$ cat config.mk
export PLATFORM = sky130hd
export DESIGN_NAME = spart_rx
export DESIGN_NICKNAME = d
export VERILOG_FILES = /design/src/rtl/spart_pkg.sv /design/src/rtl/sync2.sv /design/src/rtl/spart_rx.sv
export SDC_FILE = /design/constraint.sdc
export NUM_CORES = 1
export LEC_CHECK = 0
export ABC_AREA = 1
export CORE_MARGIN = 1
export CORE_UTILIZATION = 55
export CTS_BUF_LIST = sky130_fd_sc_hd__clkbuf_16
export DETAILED_ROUTE_END_ITERATION = 16
export PLACE_DENSITY = 0.82
export SETUP_SLACK_MARGIN = 0.4
export SYNTH_ARGS = -nofsm -noshare
export SYNTH_HDL_FRONTEND = slang
export SYNTH_SLANG_ARGS = --single-unit
$ cat constraint.sdc
create_clock -name clk -period 1.97 [get_ports clk]
set_clock_uncertainty 0.05 [all_clocks]
set_input_delay 0.4925 -clock clk [delete_from_list [all_inputs] [get_ports clk]]
set_output_delay 0.4925 -clock clk [all_outputs]
set_load 0.02 [all_outputs]
$ cat src/rtl/spart_pkg.sv
// Shared SPART definitions: receive FSM states, frame-shape defaults and the
// processor-side register map.
package spart_pkg;

    localparam int OVERSAMPLE_DEF = 16;
    localparam int DATA_BITS_DEF  = 8;

    localparam logic [1:0] ADDR_DATA    = 2'b00;
    localparam logic [1:0] ADDR_STATUS  = 2'b01;
    localparam logic [1:0] ADDR_DIV_LO  = 2'b10;
    localparam logic [1:0] ADDR_DIV_HI  = 2'b11;

    typedef enum logic [1:0] {
        IDLE  = 2'b00,
        START = 2'b01,
        DATA  = 2'b10,
        STOP  = 2'b11
    } rx_state_t;

endpackage

$ cat src/rtl/sync2.sv
// Two-flop synchronizer for an asynchronous level; resets to 1 so an idle
// serial line does not look like a start bit coming out of reset.
module sync2 (
    input  logic clk,
    input  logic rst,
    input  logic d,
    output logic q
);

    logic meta_r;

    // Double-register the asynchronous input.
    always_ff @(posedge clk or posedge rst) begin
        if (rst) begin
            meta_r <= 1'b1;
            q      <= 1'b1;
        end else begin
            meta_r <= d;
            q      <= meta_r;
        end
    end

endmodule

$ cat src/rtl/spart_rx.sv
// SPART receiver: recovers 8N1 frames from rxd using the 16x oversample
// enable and holds each byte with ready/error flags for the processor.
module spart_rx
    import spart_pkg::*;
#(
    parameter int OVERSAMPLE = OVERSAMPLE_DEF,
    parameter int DATA_BITS  = DATA_BITS_DEF
) (
    input  logic                 clk,
    input  logic                 rst,
    input  logic                 baud_r_enable,
    input  logic                 rxd,
    input  logic                 rec_enable,
    output logic [DATA_BITS-1:0] data,
    output logic                 rda,
    output logic                 framing_err,
    output logic                 overrun
);

    localparam int TW = $clog2(OVERSAMPLE) + 1;
    localparam int BW = $clog2(DATA_BITS) + 1;
    localparam logic [TW-1:0] HALF_TICKS  = TW'(OVERSAMPLE / 2);
    localparam logic [TW-1:0] FULL_TICKS  = TW'(OVERSAMPLE);
    localparam logic [BW-1:0] LAST_BIT    = BW'(DATA_BITS - 1);

    logic                 rxs_s;
    rx_state_t            state_r;
    logic [TW-1:0]        tick_cnt_r;
    logic [TW-1:0]        tick_nxt_s;
    logic [BW-1:0]        bit_cnt_r;
    logic [DATA_BITS-1:0] shift_r;
    logic                 stop_bit_r;
    logic                 commit_r;

    sync2 u_sync (
        .clk (clk),
        .rst (rst),
        .d   (rxd),
        .q   (rxs_s)
    );

    assign tick_nxt_s = tick_cnt_r + TW'(1);

    // Frame FSM plus the processor-visible byte/flag registers.
    always_ff @(posedge clk or posedge rst) begin
        if (rst) begin
            state_r     <= IDLE;
            tick_cnt_r  <= '0;
            bit_cnt_r   <= '0;
            shift_r     <= '0;
            stop_bit_r  <= 1'b1;
            commit_r    <= 1'b0;
            data        <= '0;
            rda         <= 1'b0;
            framing_err <= 1'b0;
            overrun     <= 1'b0;
        end else begin
            commit_r <= 1'b0;
            if (baud_r_enable) begin
                case (state_r)
                    IDLE: begin
                        if (!rxs_s) begin
                            state_r    <= START;
                            tick_cnt_r <= TW'(1);
                        end else begin
                            tick_cnt_r <= '0;
                        end
                    end
                    START: begin
                        // The tick that saw the falling edge counts as 1.
                        if (tick_nxt_s == HALF_TICKS) begin
                            tick_cnt_r <= '0;
                            bit_cnt_r  <= '0;
                            state_r    <= rxs_s ? IDLE : DATA;
                        end else begin
                            tick_cnt_r <= tick_nxt_s;
                        end
                    end
                    DATA: begin
                        if (tick_nxt_s == FULL_TICKS) begin
                            tick_cnt_r <= '0;
                            shift_r    <= {rxs_s, shift_r[DATA_BITS-1:1]};
                            if (bit_cnt_r == LAST_BIT) begin
                                bit_cnt_r <= '0;
                                state_r   <= STOP;
                            end else begin
                                bit_cnt_r <= bit_cnt_r + BW'(1);
                            end
                        end else begin
                            tick_cnt_r <= tick_nxt_s;
                        end
                    end
                    STOP: begin
                        if (tick_nxt_s == FULL_TICKS) begin
                            tick_cnt_r <= '0;
                            stop_bit_r <= rxs_s;
                            commit_r   <= 1'b1;
                            state_r    <= IDLE;
                        end else begin
                            tick_cnt_r <= tick_nxt_s;
                        end
                    end
                    default: begin
                        state_r    <= IDLE;
                        tick_cnt_r <= '0;
                        bit_cnt_r  <= '0;
                    end
                endcase
            end

            // A commit on the same cycle as a read replaces the consumed byte.
            if (commit_r) begin
                data        <= shift_r;
                rda         <= 1'b1;
                framing_err <= ~stop_bit_r;
                overrun     <= rda & ~rec_enable;
            end else if (rec_enable) begin
                rda         <= 1'b0;
                framing_err <= 1'b0;
                overrun     <= 1'b0;
            end
        end
    end

endmodule

==> results of run 1 <==
-- area by class of cell --
| class | count | area, um2 |
|---|---|---|
| flip-flops and latches | 34 | 856 |
| fillers | 203 | 717 |
| multi-input cells | 124 | 714 |
| repair buffers | 25 | 219 |
| clock buffers | 5 | 125 |
| inverters | 25 | 98.8 |
| well taps | 31 | 38.8 |
| clock inverters | 3 | 12.5 |
-- power by group through the flow --
stage | Clock [uW] | Combinational [uW] | Sequential, uW
2_1_floorplan | 0 | 375 | 827
3_3_place_gp | 0 | 409 | 863
3_5_place_dp | 0 | 427 | 870
4_1_cts | 746 | 507 | 854
5_1_grt | 777 | 614 | 872
6_report | 724 | 545 | 862
-- synthesized netlist by cell type --
library cell	instances
o21ai_2	8
clkinv_2	1
o21ai_1	2
nor3b_1	1
o21ai_0	11
nor2_1	8
nand2_2	9
dfstp_2	3
nand2_1	50
nand3_4	1
ha_1	2
inv_4	1
xor2_1	1
inv_1	20
inv_2	3
nand4_1	4
nand3_2	1
a21oi_1	2
nor3_1	1
clkbuf_1	2
nor2_4	1
nand2_4	1
dfrtp_1	31
nand3_1	19
nor3_2	1
buf_6	1
buf_2	1
-- cell families (layout without fill, tap and decap cells) --
logic type | count (synthesis) | after routing | synth area share
compound gates | 23 | 23 | 0.0895
fa+ha+maj | 2 | 2 | 0.0154
xor+xnor | 1 | 1 | 0.00540
simple gates | 97 | 98 | 0.288
buf+inv | 29 | 58 | 0.0748
flops | 34 | 34 | 0.527
-- worst reg2reg max path, delay by kind of cell, from the launching register on --
kind	cells	cell delay (ns)
fa+ha+maj	1	0.18
buf+inv	2	0.21
flops	1	0.40
simple gates	9	0.67
-- flip-flops by register name (all words and copies together) (netlist names), named ones only --
register	cells
tick_cnt_r	5
overrun	1
u_sync.q	1
rda	1
data	8
state_r	1
framing_err	1
commit_r	1
u_sync.meta_r	1
bit_cnt_r	4
stop_bit_r	1
shift_r	8
-- layer usage --
| layer | global-route usage | part of all wire |
|---|---|---|
| met5 | 0 | 0 |
| met1 | 0.270 | 0.43 |
| met4 | 0.122 | 0.022 |
| met3 | 0.0899 | 0.044 |
| met2 | 0.369 | 0.50 |
-- how the worst max path moves through the flow --
stage                                   start                        to  slack [ns]  cells after the start
floorplan           tick_cnt_r[0]$_DFFE_PP0P_    shift_r[0]$_DFFE_PP0P_        0.41                     10
global placement                baud_r_enable  bit_cnt_r[1]$_DFFE_PP0P_        0.16                      6
detailed placement              baud_r_enable  bit_cnt_r[2]$_DFFE_PP0P_        0.09                      6
CTS                 tick_cnt_r[0]$_DFFE_PP0P_    shift_r[1]$_DFFE_PP0P_        0.39                      8
global route        tick_cnt_r[1]$_DFFE_PP0P_  bit_cnt_r[0]$_DFFE_PP0P_        0.27                     12
finish              tick_cnt_r[1]$_DFFE_PP0P_  bit_cnt_r[3]$_DFFE_PP0P_        0.34                     12
-- per-stage QoR --
step                      area [um2]  utilization  worst slack, ns  hold WS (ns)
after detailed placement        1800        0.649           0.0911         0.300
final                           2060        0.742            0.344         0.304
after global routing            2060        0.742            0.269         0.307
after floorplan                 1620            -            0.411         0.295
after global placement          1800        0.649            0.158         0.297
after CTS                       2000        0.719            0.387         0.307
-- repair_timing --
item / CTS / global route
gates resized for setup: 16 / 10
buffers inserted: 4 / 4
endpoints found under the setup margin: 25 / 15
pin swaps: 2 / 10
gates cloned: 1 / 0
==> impl_metrics.ini, run 1 <==
[pwr]
sequentialPowerShare = 0.404
ir_worst_vdd_uv = 1060
power.leakage_uw = 0.00105
swShare = 0.339
combPwrFrac = 0.256
p_int_uw = 1410
p_total_uw = 2130
p_clk_frac = 0.340
power.density_mw_per_mm2 = 1030
p_sw_uw = 723

[setup_path]
required_ns = 2.08
arrival_ns = 1.74
worst-path-buf-inv = 2
crit_family = simple AND/OR/NAND/NOR gates
crit_type = flip-flop to flip-flop
worstPathCellList = ha_4 > nand2_2 > inv_4 > nand3_2 > nand2_2 > nand3_2 > nand2_2 > nand2_2 > inv_4 > nand2_4 > nand2_1 > nand2_1
reg2reg_to = bit_cnt_r[3]$_DFFE_PP0P_
worstRegToRegCells = 12
cp-end-kind = flip-flop
timing.reg2reg.setup_slack_ns = 0.34
cp_max_fo = 7
crit_top_cell = nand2_2
slowest_stage = dfrtp_1
startpoint_type = flip-flop
critPathMaxStageDelay_ns = 0.40
crit-reg2reg-launch = tick_cnt_r[1]$_DFFE_PP0P_

[timing]
slew_headroom = 0.685
hold_viol_final = 0
max_freq_ghz = 0.615
setup_viol = 0
max_slew.worst_pin.slew_ns = 0.472
min_period_ns = 1.63
rsz0062_at_grt = yes
drv_slew = 0
period_share = 0.825
tns_ns = 0

[global_route]
grt_pass1_vias = 1264
grt-ovfl-total = 0
grtUsageTotal = 0.231
grt_pass1_wl_um = 5340
antenna_found_initial = 0
grt_max_degree = 35

[synth]
avgSynthCellArea_um2 = 8.72
synthTopCellsByArea = dfrtp_1, nand2_1, nand3_1
synth_largest_area_cell = dfrtp_1
ys_seq_area_frac = 0.527
ys_seq_elements = 34
yosysWarnings = 0
synth_top_cell_area_share = 0.478
synth_cell_types = 27
synth.cell_area_mm2 = 0.00162
syn-num-nets = 193
syn_inst = 186

[floorplanning]
io_pins = 16
die_x_um = 56.3
die_y_um = 56.3
start_util = 0.583
fp-row-count = 19
dieArea_mm2 = 0.00317
core-area_mm2 = 0.00278

[detailed_routing]
routed_wl_um = 3190
dr.pass1.iters = 4
drc = 0
wl_per_cell_um = 12.9
vias = 1326
antenna_left = 0
first_iter_violations = 50
vias_per_cell = 5.37

[clock_network]
clockBufferDepth = 2
cts-root-buf = clkbuf_16
h-tree-depth = 2
cts_num_sinks = 34
ctsHoldBuffers = 0
clk_pin_slew_ns = 0.05
cts_made_buffers = 5
clk_latency_ns = 0.28
cts_tree = yes

[job]
cap_violations = 0

[status]
status = finished, final reports clean

[final_layout]
layout.nets = 222
layout-drive-gt1-share = 0.259
stdcell_count = 247
layout_common_cells = nand2_1, dfrtp_1, inv_1, nand3_1, nand2_2
n_antenna_cell = 0
final_common_cell = nand2_1
area_growth_pct = 27.3

[place]
dp.cells = 230
hpwl_um = 2070
portBuffers = 15
place.gp.congestion = 0.781

[hold_path]
hold_class = flip-flop to flip-flop
hold_start = u_sync.meta_r$_DFF_PP1_
hold_depth = 0
hold_end = u_sync.q$_DFF_PP1_
No activity file was read; power rests on OpenSTA's default activity.
==> run 2: changes to the inputs <==
==> constraint.sdc (replaced) <==
create_clock -name clk -period 1.51 [get_ports clk]
set_clock_uncertainty 0.05 [all_clocks]
set_input_delay 0.3775 -clock clk [delete_from_list [all_inputs] [get_ports clk]]
set_output_delay 0.3775 -clock clk [all_outputs]
set_load 0.02 [all_outputs]
==> impl_metrics.ini, run 2 (synthesis results as in run 1) <==
[timing]
min_period_ns = 1.69
drv_slew = 0
worst_slack_ns = -0.181
slew_headroom = 0.729
setup_viol = 18
hold_viol_final = 0
max_freq_ghz = 0.591
rsz0062_at_grt = yes
period_share = 1.12
hold_ws_ns = 0.308
max_slew.worst_pin.slew_ns = 0.407

[final_layout]
fillers = 150
layout-drive-gt1-share = 0.376
layout_common_cells = nand2_1, dfrtp_1, buf_4, nand3_1, inv_1
layout.nets = 240
design_area_mm2 = 0.00225
n_antenna_cell = 0
utilization = 0.809
final_common_cell = nand2_1
area_growth_pct = 38.8
reg.largest.list = data (8), shift_r (8), tick_cnt_r (5)

[pwr]
p_sw_uw = 993
p_total_uw = 3120
swShare = 0.319
combPwrFrac = 0.267
p_int_uw = 2120
ir_worst_vdd_uv = 1680
p_clk_frac = 0.374
power.density_mw_per_mm2 = 1380
power.leakage_uw = 0.00109
sequentialPowerShare = 0.358

[setup_path]
worstPathCellList = ha_4 > nand2_2 > clkinv_4 > nand3_1 > nand2_1 > nand3_2 > nand2_2 > buf_4 > nand2_1 > nand3_1 > o21ai_1
timing.reg2reg.setup_slack_ns = -0.18
worst-path-stages = 11
startpoint_type = flip-flop
crit_family = simple AND/OR/NAND/NOR gates
required_ns = 1.65
slowest_stage = dfrtp_1
arrival_ns = 1.83
worst-path-buf-inv = 2
worstRegToRegCells = 11
critPathMaxStageDelay_ns = 0.43
reg2reg_to = tick_cnt_r[3]$_DFFE_PP0P_
crit-reg2reg-launch = tick_cnt_r[1]$_DFFE_PP0P_
cp_max_fo = 4
crit_type = flip-flop to flip-flop
cp-end-kind = flip-flop

[global_route]
grt-ovfl-total = 0
grt_pass1_wl_um = 5880
grt_max_degree = 17
grt_pass1_vias = 1284
grtUsageTotal = 0.248
antenna_found_initial = 0

[clock_network]
clockBufferDepth = 2
cts_tree = yes
clk_pin_slew_ns = 0.05
ctsHoldBuffers = 0
h-tree-depth = 2
cts_num_sinks = 34
cts_made_buffers = 5
clk_latency_ns = 0.29
cts-root-buf = clkbuf_16

[place]
dpl_cell_area_mm2 = 0.00190
place_ws_ns = -0.184
hpwl_um = 2300
portBuffers = 15
place.gp.congestion = 0.835

[hold_path]
hold_end = u_sync.q$_DFF_PP1_
hold_class = flip-flop to flip-flop
hold_start = u_sync.meta_r$_DFF_PP1_
hold_depth = 0

[detailed_routing]
first_iter_violations = 91
wl_per_cell_um = 15.4
vias = 1489
dr.pass1.iters = 4
drc = 0
routed_wl_um = 4080
vias_per_cell = 5.62
antenna_left = 0

[floorplanning]
start_util = 0.583
core-area_mm2 = 0.00278
fp-row-count = 19
die_x_um = 56.3
io_pins = 16
die_y_um = 56.3
dieArea_mm2 = 0.00317

[status]
violations = negative setup slack
status = finished with violations

[job]
cap_violations = 0
## run 2: cell types whose count changed in the layout (fill, tap and decap cells not counted), sizes merged
cell         before  now
buf              10   37
bufinv            0    1
clkinvlp          0    7
clkinv            2    1
nand2            61   60
inv              26   22
dlygate4sd2      11    0
## run 2: cell type report
cell class | instances | area (um2) | area share
Timing Repair Buffer | 41 | 359 | 0.160
Multi-Input combinational cell | 123 | 696 | 0.309
Clock inverter | 3 | 45.0 | 0.0200
Tap cell | 31 | 38.8 | 0.0172
Inverter | 25 | 109 | 0.0484
Sequential cell | 34 | 856 | 0.380
Timing Repair inverter | 3 | 22.5 | 0.0100
Clock buffer | 5 | 125 | 0.0556
## run 2: repair_timing
item	4_1_cts	5_1_grt
setup endpoints to repair	34	39
buffers inserted	4	10
resized for setup	72	7
cloned	1	2
pin swaps	4	3
## run 2: layer usage
| metal | global-route usage | vias up | routed length [um] | share of wire |
|---|---|---|---|---|
| li1 | - | 690 | - | - |
| met1 | 0.301 | 716 | 1540 | 0.38 |
| met5 | 0 | - | 0 | 0 |
| met4 | 0.101 | 0 | 136 | 0.033 |
| met3 | 0.0645 | 16 | 277 | 0.068 |
| met2 | 0.422 | 67 | 2120 | 0.52 |
## run 2: power groups by stage
stage / combinational, uW / sequential [uW] / clock [uW]
2_1_floorplan: 499 / 1090 / 0
3_3_place_gp: 715 / 1110 / 0
3_5_place_dp: 736 / 1120 / 0
4_1_cts: 774 / 1110 / 1170
5_1_grt: 920 / 1130 / 1200
6_report: 833 / 1120 / 1170
## run 2: worst max path at each step
stage	slack (ns)	end	start
after floorplan	-0.02	shift_r[0]$_DFFE_PP0P_	tick_cnt_r[0]$_DFFE_PP0P_
after global placement	-0.13	bit_cnt_r[0]$_DFFE_PP0P_	baud_r_enable
after detailed placement	-0.18	bit_cnt_r[3]$_DFFE_PP0P_	baud_r_enable
after CTS	-0.09	bit_cnt_r[3]$_DFFE_PP0P_	tick_cnt_r[0]$_DFFE_PP0P_
after global routing	-0.28	bit_cnt_r[3]$_DFFE_PP0P_	tick_cnt_r[0]$_DFFE_PP0P_
final	-0.18	tick_cnt_r[3]$_DFFE_PP0P_	tick_cnt_r[1]$_DFFE_PP0P_
## run 2: per-stage QoR
step | instances | setup TNS [ns]
after floorplan | 186 | -0.0428
after global placement | 240 | -1.51
after detailed placement | 240 | -2.17
after CTS | 253 | -1.03
after global routing | 265 | -4.29
final | 265 | -2.58
==> run 3: changes to the inputs <==
--- a/config.mk
+++ b/config.mk
@@ -6,6 +6,7 @@
 export NUM_CORES = 1
 export LEC_CHECK = 0
 export ABC_AREA = 1
+export CAP_MARGIN = 10
 export CORE_MARGIN = 1
 export CORE_UTILIZATION = 55
 export CTS_BUF_LIST = sky130_fd_sc_hd__clkbuf_16
==> results of run 3 <==
Final layout, timing and power as in run 2 (identical DEF).
